===== src/rtl/e203_exu_fpu_wbck_pkg.sv =====
// Shared constants and source encoding for the FPU write-back stage.
// Widths mirror the core-wide XLEN / ITAG settings and the write-back FIFO defaults.
package e203_exu_fpu_wbck_pkg;

  localparam int unsigned E203_XLEN                = 32;
  localparam int unsigned E203_ITAG_WIDTH          = 4;
  localparam int unsigned E203_FPU_WBCK_DEPTH      = 2;
  localparam int unsigned E203_FPU_WBCK_STARVE_LIM = 4;

  // Bit position of each result source within the one-hot grant vector.
  typedef enum logic [1:0] {
    SRC_FMIS = 2'd0,
    SRC_FMAC = 2'd1,
    SRC_FDIV = 2'd2
  } wbck_src_e;

  function automatic logic [2:0] src_onehot(input wbck_src_e src);
    return 3'b001 << src;
  endfunction

endpackage


===== src/rtl/e203_exu_fpu_wbck_arb.sv =====
// Three-way fixed-priority arbiter (fdiv > fmac > fmis).
// A starvation counter promotes a waiting fmis to top priority.
module e203_exu_fpu_wbck_arb
  import e203_exu_fpu_wbck_pkg::*;
#(
  parameter int unsigned STARVE_LIM = E203_FPU_WBCK_STARVE_LIM
) (
  input  logic       clk,
  input  logic       rst_n,
  input  logic       flush_pulse,
  input  logic       fmis_valid,
  input  logic       fmac_valid,
  input  logic       fdiv_valid,
  input  logic       fmis_ready,
  output logic [2:0] grant
);

  localparam int unsigned CW = $clog2(STARVE_LIM + 1);

  logic [CW-1:0] cnt_q, cnt_d;
  logic          starved;

  assign starved = fmis_valid & (cnt_q == CW'(STARVE_LIM));

  always_comb begin
    grant = '0;
    if (starved)         grant = src_onehot(SRC_FMIS);
    else if (fdiv_valid) grant = src_onehot(SRC_FDIV);
    else if (fmac_valid) grant = src_onehot(SRC_FMAC);
    else if (fmis_valid) grant = src_onehot(SRC_FMIS);
  end

  always_comb begin
    cnt_d = cnt_q;
    if (flush_pulse | ~fmis_valid | fmis_ready) cnt_d = '0;
    else if (cnt_q != CW'(STARVE_LIM))          cnt_d = cnt_q + CW'(1);
  end

  always_ff @(posedge clk or negedge rst_n) begin
    if (!rst_n) cnt_q <= '0;
    else        cnt_q <= cnt_d;
  end

endmodule


===== src/rtl/e203_exu_fpu_wbck.sv =====
// FPU result write-back: arbitrates fmis/fmac/fdiv results into a small
// in-order FIFO whose head drives the regfile write-back port.
module e203_exu_fpu_wbck
  import e203_exu_fpu_wbck_pkg::*;
#(
  parameter int unsigned XLEN       = E203_XLEN,
  parameter int unsigned ITAG_W     = E203_ITAG_WIDTH,
  parameter int unsigned DEPTH      = E203_FPU_WBCK_DEPTH,
  parameter int unsigned STARVE_LIM = E203_FPU_WBCK_STARVE_LIM
) (
  input  logic              clk,
  input  logic              rst_n,
  input  logic              flush_pulse,

  input  logic              fmis_o_valid,
  output logic              fmis_o_ready,
  input  logic [XLEN-1:0]   fmis_o_wbck_wdat,
  input  logic              fmis_o_wbck_err,
  input  logic [4:0]        fmis_o_rdidx,
  input  logic              fmis_o_rdfpu,
  input  logic [ITAG_W-1:0] fmis_o_itag,

  input  logic              fmac_o_valid,
  output logic              fmac_o_ready,
  input  logic [XLEN-1:0]   fmac_o_wbck_wdat,
  input  logic              fmac_o_wbck_err,
  input  logic [4:0]        fmac_o_rdidx,
  input  logic              fmac_o_rdfpu,
  input  logic [ITAG_W-1:0] fmac_o_itag,

  input  logic              fdiv_o_valid,
  output logic              fdiv_o_ready,
  input  logic [XLEN-1:0]   fdiv_o_wbck_wdat,
  input  logic              fdiv_o_wbck_err,
  input  logic [4:0]        fdiv_o_rdidx,
  input  logic              fdiv_o_rdfpu,
  input  logic [ITAG_W-1:0] fdiv_o_itag,

  output logic              wbck_o_valid,
  input  logic              wbck_o_ready,
  output logic [XLEN-1:0]   wbck_o_wdat,
  output logic              wbck_o_err,
  output logic [4:0]        wbck_o_rdidx,
  output logic              wbck_o_rdfpu,
  output logic [ITAG_W-1:0] wbck_o_itag,
  output logic              fpu_wbck_busy
);

  localparam int unsigned AW = $clog2(DEPTH);
  localparam int unsigned PW = AW + 1;
  localparam int unsigned EW = XLEN + 1 + 5 + 1 + ITAG_W;

  logic [EW-1:0] mem_q [DEPTH];
  logic [EW-1:0] mem_d [DEPTH];
  logic [PW-1:0] wptr_q, wptr_d, rptr_q, rptr_d;
  logic [EW-1:0] push_entry, head;
  logic [2:0]    grant, ready;
  logic          empty, full, pop, push, space;

  e203_exu_fpu_wbck_arb #(.STARVE_LIM(STARVE_LIM)) u_arb (
    .clk         (clk),
    .rst_n       (rst_n),
    .flush_pulse (flush_pulse),
    .fmis_valid  (fmis_o_valid),
    .fmac_valid  (fmac_o_valid),
    .fdiv_valid  (fdiv_o_valid),
    .fmis_ready  (fmis_o_ready),
    .grant       (grant)
  );

  // Extra pointer MSB separates full from empty when the index bits match.
  assign empty = (wptr_q == rptr_q);
  assign full  = (wptr_q[AW] != rptr_q[AW]) && (wptr_q[AW-1:0] == rptr_q[AW-1:0]);

  assign wbck_o_valid  = ~empty & ~flush_pulse;
  assign pop           = wbck_o_valid & wbck_o_ready;
  assign space         = ~full | pop;
  assign ready         = grant & {3{space & ~flush_pulse}};
  assign push          = |ready;
  assign fpu_wbck_busy = ~empty;

  assign fmis_o_ready = ready[SRC_FMIS];
  assign fmac_o_ready = ready[SRC_FMAC];
  assign fdiv_o_ready = ready[SRC_FDIV];

  always_comb begin
    push_entry = {fmis_o_wbck_wdat, fmis_o_wbck_err, fmis_o_rdidx, fmis_o_rdfpu, fmis_o_itag};
    if (grant[SRC_FDIV])
      push_entry = {fdiv_o_wbck_wdat, fdiv_o_wbck_err, fdiv_o_rdidx, fdiv_o_rdfpu, fdiv_o_itag};
    else if (grant[SRC_FMAC])
      push_entry = {fmac_o_wbck_wdat, fmac_o_wbck_err, fmac_o_rdidx, fmac_o_rdfpu, fmac_o_itag};
  end

  assign head = empty ? '0 : mem_q[rptr_q[AW-1:0]];
  assign {wbck_o_wdat, wbck_o_err, wbck_o_rdidx, wbck_o_rdfpu, wbck_o_itag} = head;

  always_comb begin
    mem_d = mem_q;
    if (push) mem_d[wptr_q[AW-1:0]] = push_entry;
  end

  always_comb begin
    wptr_d = wptr_q + PW'(push);
    rptr_d = rptr_q + PW'(pop);
    if (flush_pulse) begin
      wptr_d = '0;
      rptr_d = '0;
    end
  end

  always_ff @(posedge clk or negedge rst_n) begin
    if (!rst_n) begin
      wptr_q <= '0;
      rptr_q <= '0;
      for (int unsigned i = 0; i < DEPTH; i++) mem_q[i] <= '0;
    end else begin
      wptr_q <= wptr_d;
      rptr_q <= rptr_d;
      mem_q  <= mem_d;
    end
  end

endmodule


===== config.mk =====
export PLATFORM = sky130hd
export DESIGN_NAME = e203_exu_fpu_wbck
export DESIGN_NICKNAME = d
export VERILOG_FILES = /design/src/rtl/e203_exu_fpu_wbck_pkg.sv /design/src/rtl/e203_exu_fpu_wbck_arb.sv /design/src/rtl/e203_exu_fpu_wbck.sv
export SDC_FILE = /design/constraint.sdc
export NUM_CORES = 1
export LEC_CHECK = 0
export ABC_AREA = 1
export BUFFER_PORTS_ARGS = -buffer_cell sky130_fd_sc_hd__buf_2
export CAP_MARGIN = 25
export CORE_MARGIN = 8
export CORE_UTILIZATION = 35
export DETAILED_ROUTE_END_ITERATION = 8
export HOLD_SLACK_MARGIN = 0.15
export PLACE_DENSITY = 0.63
export SLEW_MARGIN = 20
export SYNTH_ARGS = -nofsm -noshare
export SYNTH_HDL_FRONTEND = slang
export SYNTH_SLANG_ARGS = --single-unit

===== constraint.sdc =====
create_clock -name clk -period 2.35 [get_ports clk]
set_input_delay 0.235 -clock clk [delete_from_list [all_inputs] [get_ports clk]]
set_output_delay 0.235 -clock clk [all_outputs]
set_load 0.1 [all_outputs]

# Yosys cells after proc, flatten, opt, wreduce, memory -nomap -nowiden
# Cells that the tools add are included.
# classes
n_eq_ne	5
n_div	0
bitwise_logic	14
magnitude_cmp	3
n_reduce_logical	4
add_sub_neg	3
n_shift	0
mul	0
mux	17
# ops
cell	count
two-way mux 43 bit	7
bitwise mux 86 bit	1
demux 43 bit (select 1 bit)	1
two-way mux 3 bit	5
adder 2 x 1 -> 2 bit	2
AND 1 bit	4
>= comparator 2 bit (second input constant)	2
two-way mux 2 bit	2
NOT 1 bit	4
NOT 1 -> 2 bit	2
adder 3 x 1 -> 3 bit (second input constant)	1
AND 3 bit	1
== test 3 bit (second input constant)	1
!= test 3 bit (second input constant)	1
bitwise OR 1 bit	3
OR reduction 3 bit	1
== test 2 bit	1
logical AND 1 bit	2
less-than comparator 2 x 1 -> 1 bit (second input constant)	1
nonzero test 2 bit	1
== test 1 bit	1
two-way mux 1 bit	1
!= test 1 bit	1
# word_totals
reg_bits	93
latch_bits	0
output_inout_bits	48
mem_bits_ro	0
inputBits	136
ram_bits	0
n_memories	0

# Longest topological paths before layout
# Gate-level depths: netlist of run 1.
# depth
depth_word	10
ltp_mapped	14
mapped_depth_nobuf	11

# Modules after synthesis
# From an unflattened synthesis of run 1, not the netlist that was laid out.
# unflattened
cells_unflattened	689
hier_area_um2	5003.5
# by_module_without_submodules
module	instances	cells_each	area_per_inst_um2
e203_exu_fpu_wbck	1	650	4758.3
e203_exu_fpu_wbck_arb	1	39	245.2

# Worst setup path before layout of run 1
# Ideal clock, no wire load.
# synth_timing
path_kind	register to output
start	register rptr_q[0]
end	output port wbck_o_err
path_stages_with_launch	6
t_arrival_ps	2435
n_path_buf	2
required_ps	2115
slack_ps	-320
cell_sequence	dfrtp_1 buf_2 inv_2 clkbuf_1 nand2_1 a21oi_1
# synth_via
elab_chain_cells	5
word_cells_on_any_way	6
classes_between	eq/ne: 1; mux: 4; bitwise: 1
# synth_rtl
item	line_no	text
from (decl)	e203_exu_fpu_wbck.sv:55	logic [PW-1:0] wptr_q, wptr_d, rptr_q, rptr_d;
from (signal assigned)	e203_exu_fpu_wbck.sv:118	rptr_q <= rptr_d;
NOT 1 -> 2 bit (not written as such)	e203_exu_fpu_wbck.sv:94	assign head = empty ? '0 : mem_q[rptr_q[AW-1:0]];
two-way mux 43 bit (not written as such) (3 in series)	e203_exu_fpu_wbck.sv:94	
two-way mux 43 bit (*)	e203_exu_fpu_wbck.sv:94	
to (decl)	e203_exu_fpu_wbck.sv:42	output logic wbck_o_err,
# Every way passes the cells marked *; elsewhere a longest branch is shown, timed or not. The select of a mux whose other input is x is not followed.

# Final worst setup path of run 1
# layout_timing
start	register rptr_q[1]
end	output port wbck_o_wdat[0]
# layout_via
elab_chain_cells	2
# layout_rtl
item	line_no	text
== test 2 bit	e203_exu_fpu_wbck.sv:72	assign empty = (wptr_q == rptr_q);
two-way mux 43 bit	e203_exu_fpu_wbck.sv:94	
to (decl)	e203_exu_fpu_wbck.sv:41	output logic [XLEN-1:0] wbck_o_wdat,
# No other way between the ends.

==> results.ini, run 1 <==
[status]
status=finished clean

[worst_setup_path]
critPathRequiredTime_ps=2120
path_cells=xor2_1, a21oi_4, buf_4, a21oi_2, buf_2
path_class=flip-flop to primary output
cp_num_buf_inv=2
startpoint_type=flip-flop
critPathMaxFanout=22
crit_family=buffers and inverters
cp.arrival_ps=2000
slowest_stage=buf_2
slowest_delay_ps=450
rrSetupSlack_ps=330
cp-end-kind=primary output

[min_path]
hold_class=input port to flip-flop

[cts]
cts-root-buf=clkbuf_16
cts_sinks=93
clkSlewWorstSetupHoldPaths_ps=70
numCtsBuffers=9
cts_buffer_depth=2
cts_tree=done
clk_latency_ps=350
htreeDepth=3

[power_and_ir_drop]
swShare=0.4457
intPower_mw=3.570
p_sw_mw=2.871
ir_worst_vdd_uv=608.3
seqPwrFrac=0.366
clkPwrFrac=0.219
p_comb_frac=0.415
powerDensity_nw_per_um2=913.8
power.leakage_nw=3.896

[synth]
yosysWarningCount=0
synth-seq-cells=93
ys_seq_area_frac=0.4241
syn-instance-count=759
ys_types=28
synth_fp_nets=900
synth_area_um2=5488
synth.avg_cell_area_um2=7.230

[global_routing]
gr-usage-all-layers=0.1714
grt_pass1_wl_um=27360
grt.overflow.total=0
grt_max_degree=62
first_global_vias=5469
antenna_found_initial=1

[final_layout]
drive_gt1_frac=0.3721
nNetsFinal=1074
final_util=0.4619
fill_cells=1622
syn_to_final_growth_pct=28.43

[floorplanning]
start_util=0.3597
die_h_um=141.2
dieWidth_um=141.2
coreArea_um2=15260
die-area_um2=19940
rows=45
io_pins=184

[timing]
tightest_slew_ps=795.9
drv_slew=0
period_share=0.9521
fin_crit_ps=2237
fmax_mhz=446.9
finClkSkew_ps=9.873
finalSetupViolations=0
slew-limit-headroom=0.4694
rsz0062_at_grt=false
final_hold_viol_count=0
finalSetupTns_ps=0

[place]
portBuffers=183
hpwl_um=11780
place_congestion=0.7725

[route]
wl_um=16500
drt_iter0_drc=257
wl_per_cell_um=14.34
viasPerCell=4.520
drt_drc_violations_left=0
vias=5203
firstDrtPassIters=4
antenna_left=0

[run]
cap_viol_max_count=0

## worst register-to-register path, stage by stage (launching register included)
cell	delay, ps
dfrtp_1	380
inv_1	80
ha_1	220
nand2_1	140
a21oi_1	170
nand2_1	100
nand3_1	130
ha_2	210
buf_4	280
xnor2_1	160
nor2_1	50
## sequential cells by signal, indices dropped and copies added (netlist names)
signal	count
mem_q	86
wptr_q	2
rptr_q	2
u_arb.cnt_q	3
## layout make-up
| type | count | area (um2) | share of cell area |
|---|---|---|---|
| multi-input cells | 602 | 2954 | 0.4191 |
| flip-flops and latches | 93 | 2328 | 0.3304 |
| repair buffers | 205 | 1119 | 0.1587 |
| clock buffers | 14 | 274.0 | 0.03888 |
| well taps | 211 | 264.0 | 0.03746 |
| inverters | 22 | 87.58 | 0.01243 |
| clock inverters | 2 | 16.27 | 0.002308 |
| diodes | 2 | 5.005 | 0.0007101 |
## path summary, 6_finish.rpt
path | startpoint | end | cells past startpoint
setup / recovery | rptr_q[1] | wbck_o_wdat[0] | 5
setup reg to reg | u_arb.cnt_q[0] | wptr_q[1] | 10
max in group asynchronous | rst_n | mem_q[15] | 3
hold reg to reg | mem_q[37] | mem_q[37] | 2
min in group asynchronous | rst_n | mem_q[85] | 2
hold / removal | fmac_o_wbck_wdat[31] | mem_q[42] | 5
## power groups by stage
stage / clock network (mW) / registers, mW / logic [mW]
after detailed placement: 0 / 2.38 / 2.69
after global routing: 1.53 / 2.42 / 2.90
after global placement: 0 / 2.38 / 2.66
final: 1.41 / 2.36 / 2.67
after floorplan: 0 / 2.32 / 2.19
after CTS: 1.47 / 2.35 / 2.70
## synthesized netlist by cell type
cell type,n,share of area
nor2_1,8,0.0055
nand2_2,41,0.047
buf_2,11,0.010
nand3_2,37,0.067
xor2_1,2,0.0032
nor3_1,1,0.00091
clkbuf_1,15,0.010
nand3b_1,1,0.0014
a21oi_1,44,0.040
buf_1,1,0.00068
inv_1,17,0.012
o21ai_0,2,0.0018
a21oi_4,1,0.0030
or2_4,1,0.0016
buf_6,11,0.023
nand2_4,3,0.0062
clkinv_1,2,0.0014
nor2_2,1,0.0011
xnor2_1,2,0.0032
nand3_4,1,0.0032
nand3_1,16,0.015
buf_4,3,0.0041
dfrtp_1,93,0.42
nand2_1,436,0.30
inv_4,2,0.0023
inv_2,1,0.00068
buf_8,1,0.0027
ha_1,5,0.011
## metrics by stage
step	worst slack [ps]	area, um2	std cells	hold WS [ps]	total power, mW
5_1_grt	12.37	7046	1150	198.0	6.849
3_5_place_dp	325.9	6730	1131	382.0	5.071
3_3_place_gp	387.9	6730	1131	383.0	5.041
4_1_cts	92.76	7041	1149	177.1	6.525
6_report	112.5	7048	1151	197.0	6.441
2_1_floorplan	-133.0	5640	759	-60.59	4.508
## logic make-up (layout without fill, tap and decap cells)
| logic type | after synthesis | in the layout | share of synthesized area |
|---|---|---|---|
| AND/OR/NAND/NOR | 546 | 546 | 0.4469 |
| flip-flops | 93 | 93 | 0.4241 |
| buffers and inverters | 64 | 243 | 0.06634 |
| AO/OA/AOI/OAI | 47 | 47 | 0.04492 |
| adder cells (fa/ha/maj) | 5 | 5 | 0.01140 |
| XOR/XNOR | 4 | 4 | 0.006385 |
| other | 0 | 2 | 0 |
## metal layers
layer,part of all wire,GRT usage,up-vias
met5,0,0,-
met4,0.0073,0.03790,0
met3,0.058,0.05165,6
met2,0.47,0.2895,114
met1,0.46,0.2108,2402
li1,-,-,2681
## what timing repair did
| item | 4_1_cts | 5_1_grt |
|---|---|---|
| hold buffers | 2 | 0 |
| resized for setup | 0 | 1 |
| endpoints found under the hold margin | 61 | 0 |
| buffers inserted | 0 | 0 |
| setup endpoints to repair | 0 | 1 |
## cell usage in the layout (no fill, tap or decap), types with 3 or more instances in the layout
| cell | instances |
|---|---|
| nand2_2 | 41 |
| a21oi_1 | 4 |
| clkbuf_16 | 9 |
| dfrtp_1 | 92 |
| buf_2 | 180 |
| nor2_1 | 7 |
| nand3_2 | 37 |
| nand2_1 | 436 |
| nand2_4 | 3 |
| inv_1 | 17 |
| ha_1 | 3 |
| a21oi_2 | 40 |
| nand3_1 | 16 |
| clkbuf_8 | 3 |
| buf_4 | 20 |
Note: power is estimated with default switching activity, not from simulation.
==> run 2: changes to the inputs <==
--- a/config.mk
+++ b/config.mk
@@ -10,6 +10,7 @@
 export CAP_MARGIN = 25
 export CORE_MARGIN = 8
 export CORE_UTILIZATION = 35
+export CTS_BUF_LIST = sky130_fd_sc_hd__clkbuf_4 sky130_fd_sc_hd__clkbuf_8
 export DETAILED_ROUTE_END_ITERATION = 8
 export HOLD_SLACK_MARGIN = 0.15
 export PLACE_DENSITY = 0.63
==> results.ini, run 2 (synthesis results as in run 1) <==
[status]
status=finished clean

[timing]
finClkSkew_ps=13.54
period_share=0.9673
finalSetupViolations=0
fin_crit_ps=2273
final_hold_viol_count=0
fmax_mhz=439.9
slew-limit-headroom=0.4679
drv_slew=0
rsz0062_at_grt=false
finalSetupTns_ps=0
tightest_slew_ps=798.1
worst_slack_ps=76.73

[cts]
htreeDepth=3
numCtsBuffers=9
cts_tree=done
cts_buffer_depth=2
cts-root-buf=clkbuf_8
clk_latency_ps=380
clkSlewWorstSetupHoldPaths_ps=100
cts_setup_buffers=0
cts_sinks=93

[final_layout]
largest_reg_flops=86
layout_common_cells=nand2_1, buf_2, dfrtp_1, nand2_2, a21oi_2
nNetsFinal=1095
syn_to_final_growth_pct=31.05
drive_gt1_frac=0.3660
design_area_um2=7192
largest_registers=mem_q (86), u_arb.cnt_q (3)
final_common_cell=nand2_1
top_register=mem_q

[global_routing]
first_global_vias=5559
grt.overflow.total=0
grt_pass1_wl_um=27950
antenna_found_initial=2
gr-usage-all-layers=0.1758
grt_max_degree=62

[place]
place_area_um2=6730
dp_slack_ps=325.9
place_congestion=0.7725
hpwl_um=11780
portBuffers=183

[run]
cap_viol_max_count=0

[worst_setup_path]
slowest_stage=buf_2
path_class=flip-flop to primary output
slowest_delay_ps=440
critPathRequiredTime_ps=2120
path_cells=xor2_1, a21oi_4, buf_4, a21oi_2, buf_2
cp-end-kind=primary output
critPathMaxFanout=22
startpoint_type=flip-flop
cp.arrival_ps=2040

[floorplanning]
coreArea_um2=15260
die_h_um=141.2
dieWidth_um=141.2
rows=45
start_util=0.3597
die-area_um2=19940
io_pins=184

[route]
drt_drc_violations_left=0
drt_iter0_drc=278
viasPerCell=4.546
firstDrtPassIters=4
vias=5332
antenna_left=0
wl_per_cell_um=14.51
wl_um=17020

[power_and_ir_drop]
ir_worst_vdd_uv=585.7
power.leakage_nw=3.940
powerDensity_nw_per_um2=853.6

[min_path]
hold_class=input port to flip-flop

-- run 2: repair_timing --
| action | CTS | global route |
|---|---|---|
| hold buffers | 23 | 0 |
| endpoints found under the hold margin | 80 | 0 |
| setup endpoints to repair | 0 | 11 |
| gates resized for setup | 0 | 11 |
-- run 2: layout make-up --
type	instances	area (um2)
diodes	3	7.507
clock buffers	14	180.2
clock inverters	2	16.27
fillers	1608	8066
inverters	22	87.58
multi-input cells	602	2954
flip-flops and latches	93	2328
well taps	211	264.0
repair buffers	226	1354
-- run 2: worst paths after layout --
path	slack, ps	to	cells after the start	from
worst max-delay path	80	wbck_o_wdat[2]	5	rptr_q[1]
max in group asynchronous	1180	mem_q[12]	3	rst_n
worst max register to register	310	wptr_q[1]	10	u_arb.cnt_q[0]
worst min-delay path	170	mem_q[18]	5	fmac_o_wbck_wdat[7]
min in group asynchronous	490	mem_q[85]	2	rst_n
worst min register to register	480	mem_q[38]	2	mem_q[38]
-- run 2: critical path: cells and delay by family, from the launching register on --
kind / cells / cell delay, ps
AO/OA/AOI/OAI: 2 / 240
flip-flops: 1 / 410
XOR/XNOR: 1 / 280
buffers and inverters: 2 / 700
-- run 2: stage by stage --
stage            util  instances  power, mW  hold WS [ps]
2_1_floorplan       -        759      4.508        -60.59
3_3_place_gp   0.4411       1131      5.041         383.0
3_5_place_dp   0.4411       1131      5.071         382.0
4_1_cts        0.4690       1170      6.192         150.0
5_1_grt        0.4712       1172      6.538         161.7
6_report       0.4713       1173      6.139         166.7
-- run 2: layer usage --
layer,vias up,track usage,routed length [um]
met4,0,0.05713,318
met1,2455,0.2145,7599
met5,-,0,0
met2,139,0.2961,7991
li1,2721,-,-
met3,17,0.04591,1112
-- run 2: report_power, final --
group / switching, mW / internal [mW]
clock: 0.571 / 0.498
sequential: 0.257 / 2.10
combinational: 2.02 / 0.699
total: 2.85 / 3.29
==> run 3: changes to the inputs <==
--- a/config.mk
+++ b/config.mk
@@ -14,6 +14,7 @@
 export DETAILED_ROUTE_END_ITERATION = 8
 export HOLD_SLACK_MARGIN = 0.15
 export PLACE_DENSITY = 0.63
+export REMOVE_ABC_BUFFERS = 1
 export SLEW_MARGIN = 20
 export SYNTH_ARGS = -nofsm -noshare
 export SYNTH_HDL_FRONTEND = slang
==> results.ini, run 3 (synthesis results as in run 1) <==
[power_and_ir_drop]
clkPwrFrac=0.187
seqPwrFrac=0.383
p_comb_frac=0.429
swShare=0.4511
p_sw_mw=2.773
power_mw=6.147
intPower_mw=3.374
ir_worst_vdd_uv=382.9
power.leakage_nw=3.867
powerDensity_nw_per_um2=887.3

[cts]
htreeDepth=3
clk_latency_ps=360
cts_sinks=93
clkSlewWorstSetupHoldPaths_ps=90
cts_buffer_depth=2
cts_tree=done
cts-root-buf=clkbuf_8
numCtsBuffers=9

[final_layout]
final_common_cell=nand2_1
diodes=0
top_register=mem_q
nNetsFinal=1074
design_area_um2=6928
stdcell_count=1149
drive_gt1_frac=0.3337
largest_registers=mem_q (86), u_arb.cnt_q (3)
layout_common_cells=nand2_1, buf_2, dfrtp_1, a21oi_1, nand2_2
largest_reg_flops=86
syn_to_final_growth_pct=26.24

[global_routing]
grt_pass1_wl_um=27150
grt.overflow.total=0
antenna_found_initial=0
grtUsageMet2=0.2935
met1_usage=0.2060
first_global_vias=5303
grt_max_degree=44
globalRouteMet3Util=0.04186
gr-usage-all-layers=0.1681
grt_busiest_layer=met2

[timing]
period_share=0.9502
finClkSkew_ps=9.459
timing.hold.ws_ps=176.5
tightest_slew_ps=532.5
fmax_mhz=447.8
slew-limit-headroom=0.6450
finalSetupViolations=0
rsz0062_at_grt=false
finalSetupTns_ps=0
fin_crit_ps=2233
drv_slew=0
final_hold_viol_count=0

[min_path]
hold_path_end=mem_q[15]
hold_depth=5
hold_class=input port to flip-flop
min_from=fmac_o_wbck_wdat[4]

[route]
vias=5160
drt_drc_violations_left=0
wl_per_cell_um=14.22
antenna_left=0
viasPerCell=4.491
wl_um=16340
drt_iter0_drc=288
firstDrtPassIters=5

[worst_setup_path]
cp-end-kind=primary output
cp.arrival_ps=2000
critPathMaxFanout=17
path_class=flip-flop to primary output
worstRegToRegCells=12
rrSetupSlack_ps=210
timing.rr.end=mem_q[4]
startpoint_type=flip-flop
critPathRequiredTime_ps=2120
r2r_start=u_arb.cnt_q[0]

[place]
place_area_um2=6565
portBuffers=183
dp_cells=1128
hpwl_um=11300
place_congestion=0.7552

[floorplanning]
die_h_um=141.2
coreArea_um2=15260
start_util=0.3597
die-area_um2=19940
rows=45
dieWidth_um=141.2
io_pins=184

[status]
status=finished clean

[run]
cap_viol_max_count=0

-- run 3: layout make-up --
class                   instances  area [um2]
clock buffers                  13       172.7
fillers                      1642        8330
inverters                      22       87.58
well taps                     211       264.0
clock inverters                 3       42.54
multi-input cells             603        2825
flip-flops and latches         93        2328
repair buffers                204        1207
-- run 3: metal layers --
metal / vias up / wire length, um
met5: - / 0
met4: 0 / 119
met3: 11 / 908
met2: 123 / 8024
met1: 2346 / 7287
li1: 2680 / -
-- run 3: worst max path at each step --
stage | start | end | slack (ps) | cells after the start
floorplan | rptr_q[0] | mem_q[0] | -1910 | 10
global route | u_arb.cnt_q[0] | fmac_o_ready | 2 | 8
detailed placement | rptr_q[1] | wbck_o_wdat[0] | 20 | 5
CTS | rptr_q[0] | wbck_o_wdat[28] | 2 | 5
global placement | rptr_q[1] | wbck_o_wdat[15] | 40 | 5
finish | rptr_q[1] | wbck_o_valid | 120 | 5
-- run 3: worst max-delay path: stages, from the launching register on --
cell	delay, ps
dfrtp_1	430
xor2_2	350
a21oi_4	80
buf_4	230
nor2_1	110
buf_2	430
-- run 3: stage by stage --
stage	worst slack, ps	utilization
final	117.0	0.4540
after detailed placement	22.92	0.4303
after global placement	37.70	0.4303
after floorplan	-1915	-
after global routing	2.254	0.4540
after CTS	1.923	0.4510
-- run 3: power groups by stage --
stage | sequential [mW] | combinational (mW) | clock, mW
after CTS | 2.35 | 2.66 | 1.19
after global routing | 2.41 | 2.87 | 1.26
after global placement | 2.37 | 2.56 | 0
after detailed placement | 2.38 | 2.58 | 0
final | 2.36 | 2.64 | 1.15
after floorplan | 2.33 | 1.98 | 0
-- run 3: repair_timing --
action                                  in CTS  in global routing
hold buffers                                 2                  0
setup buffers                                2                  0
gates resized for setup                     19                 18
endpoints found under the setup margin      45                 23
hold endpoints to repair                    41                  0
cloned                                       1                  0
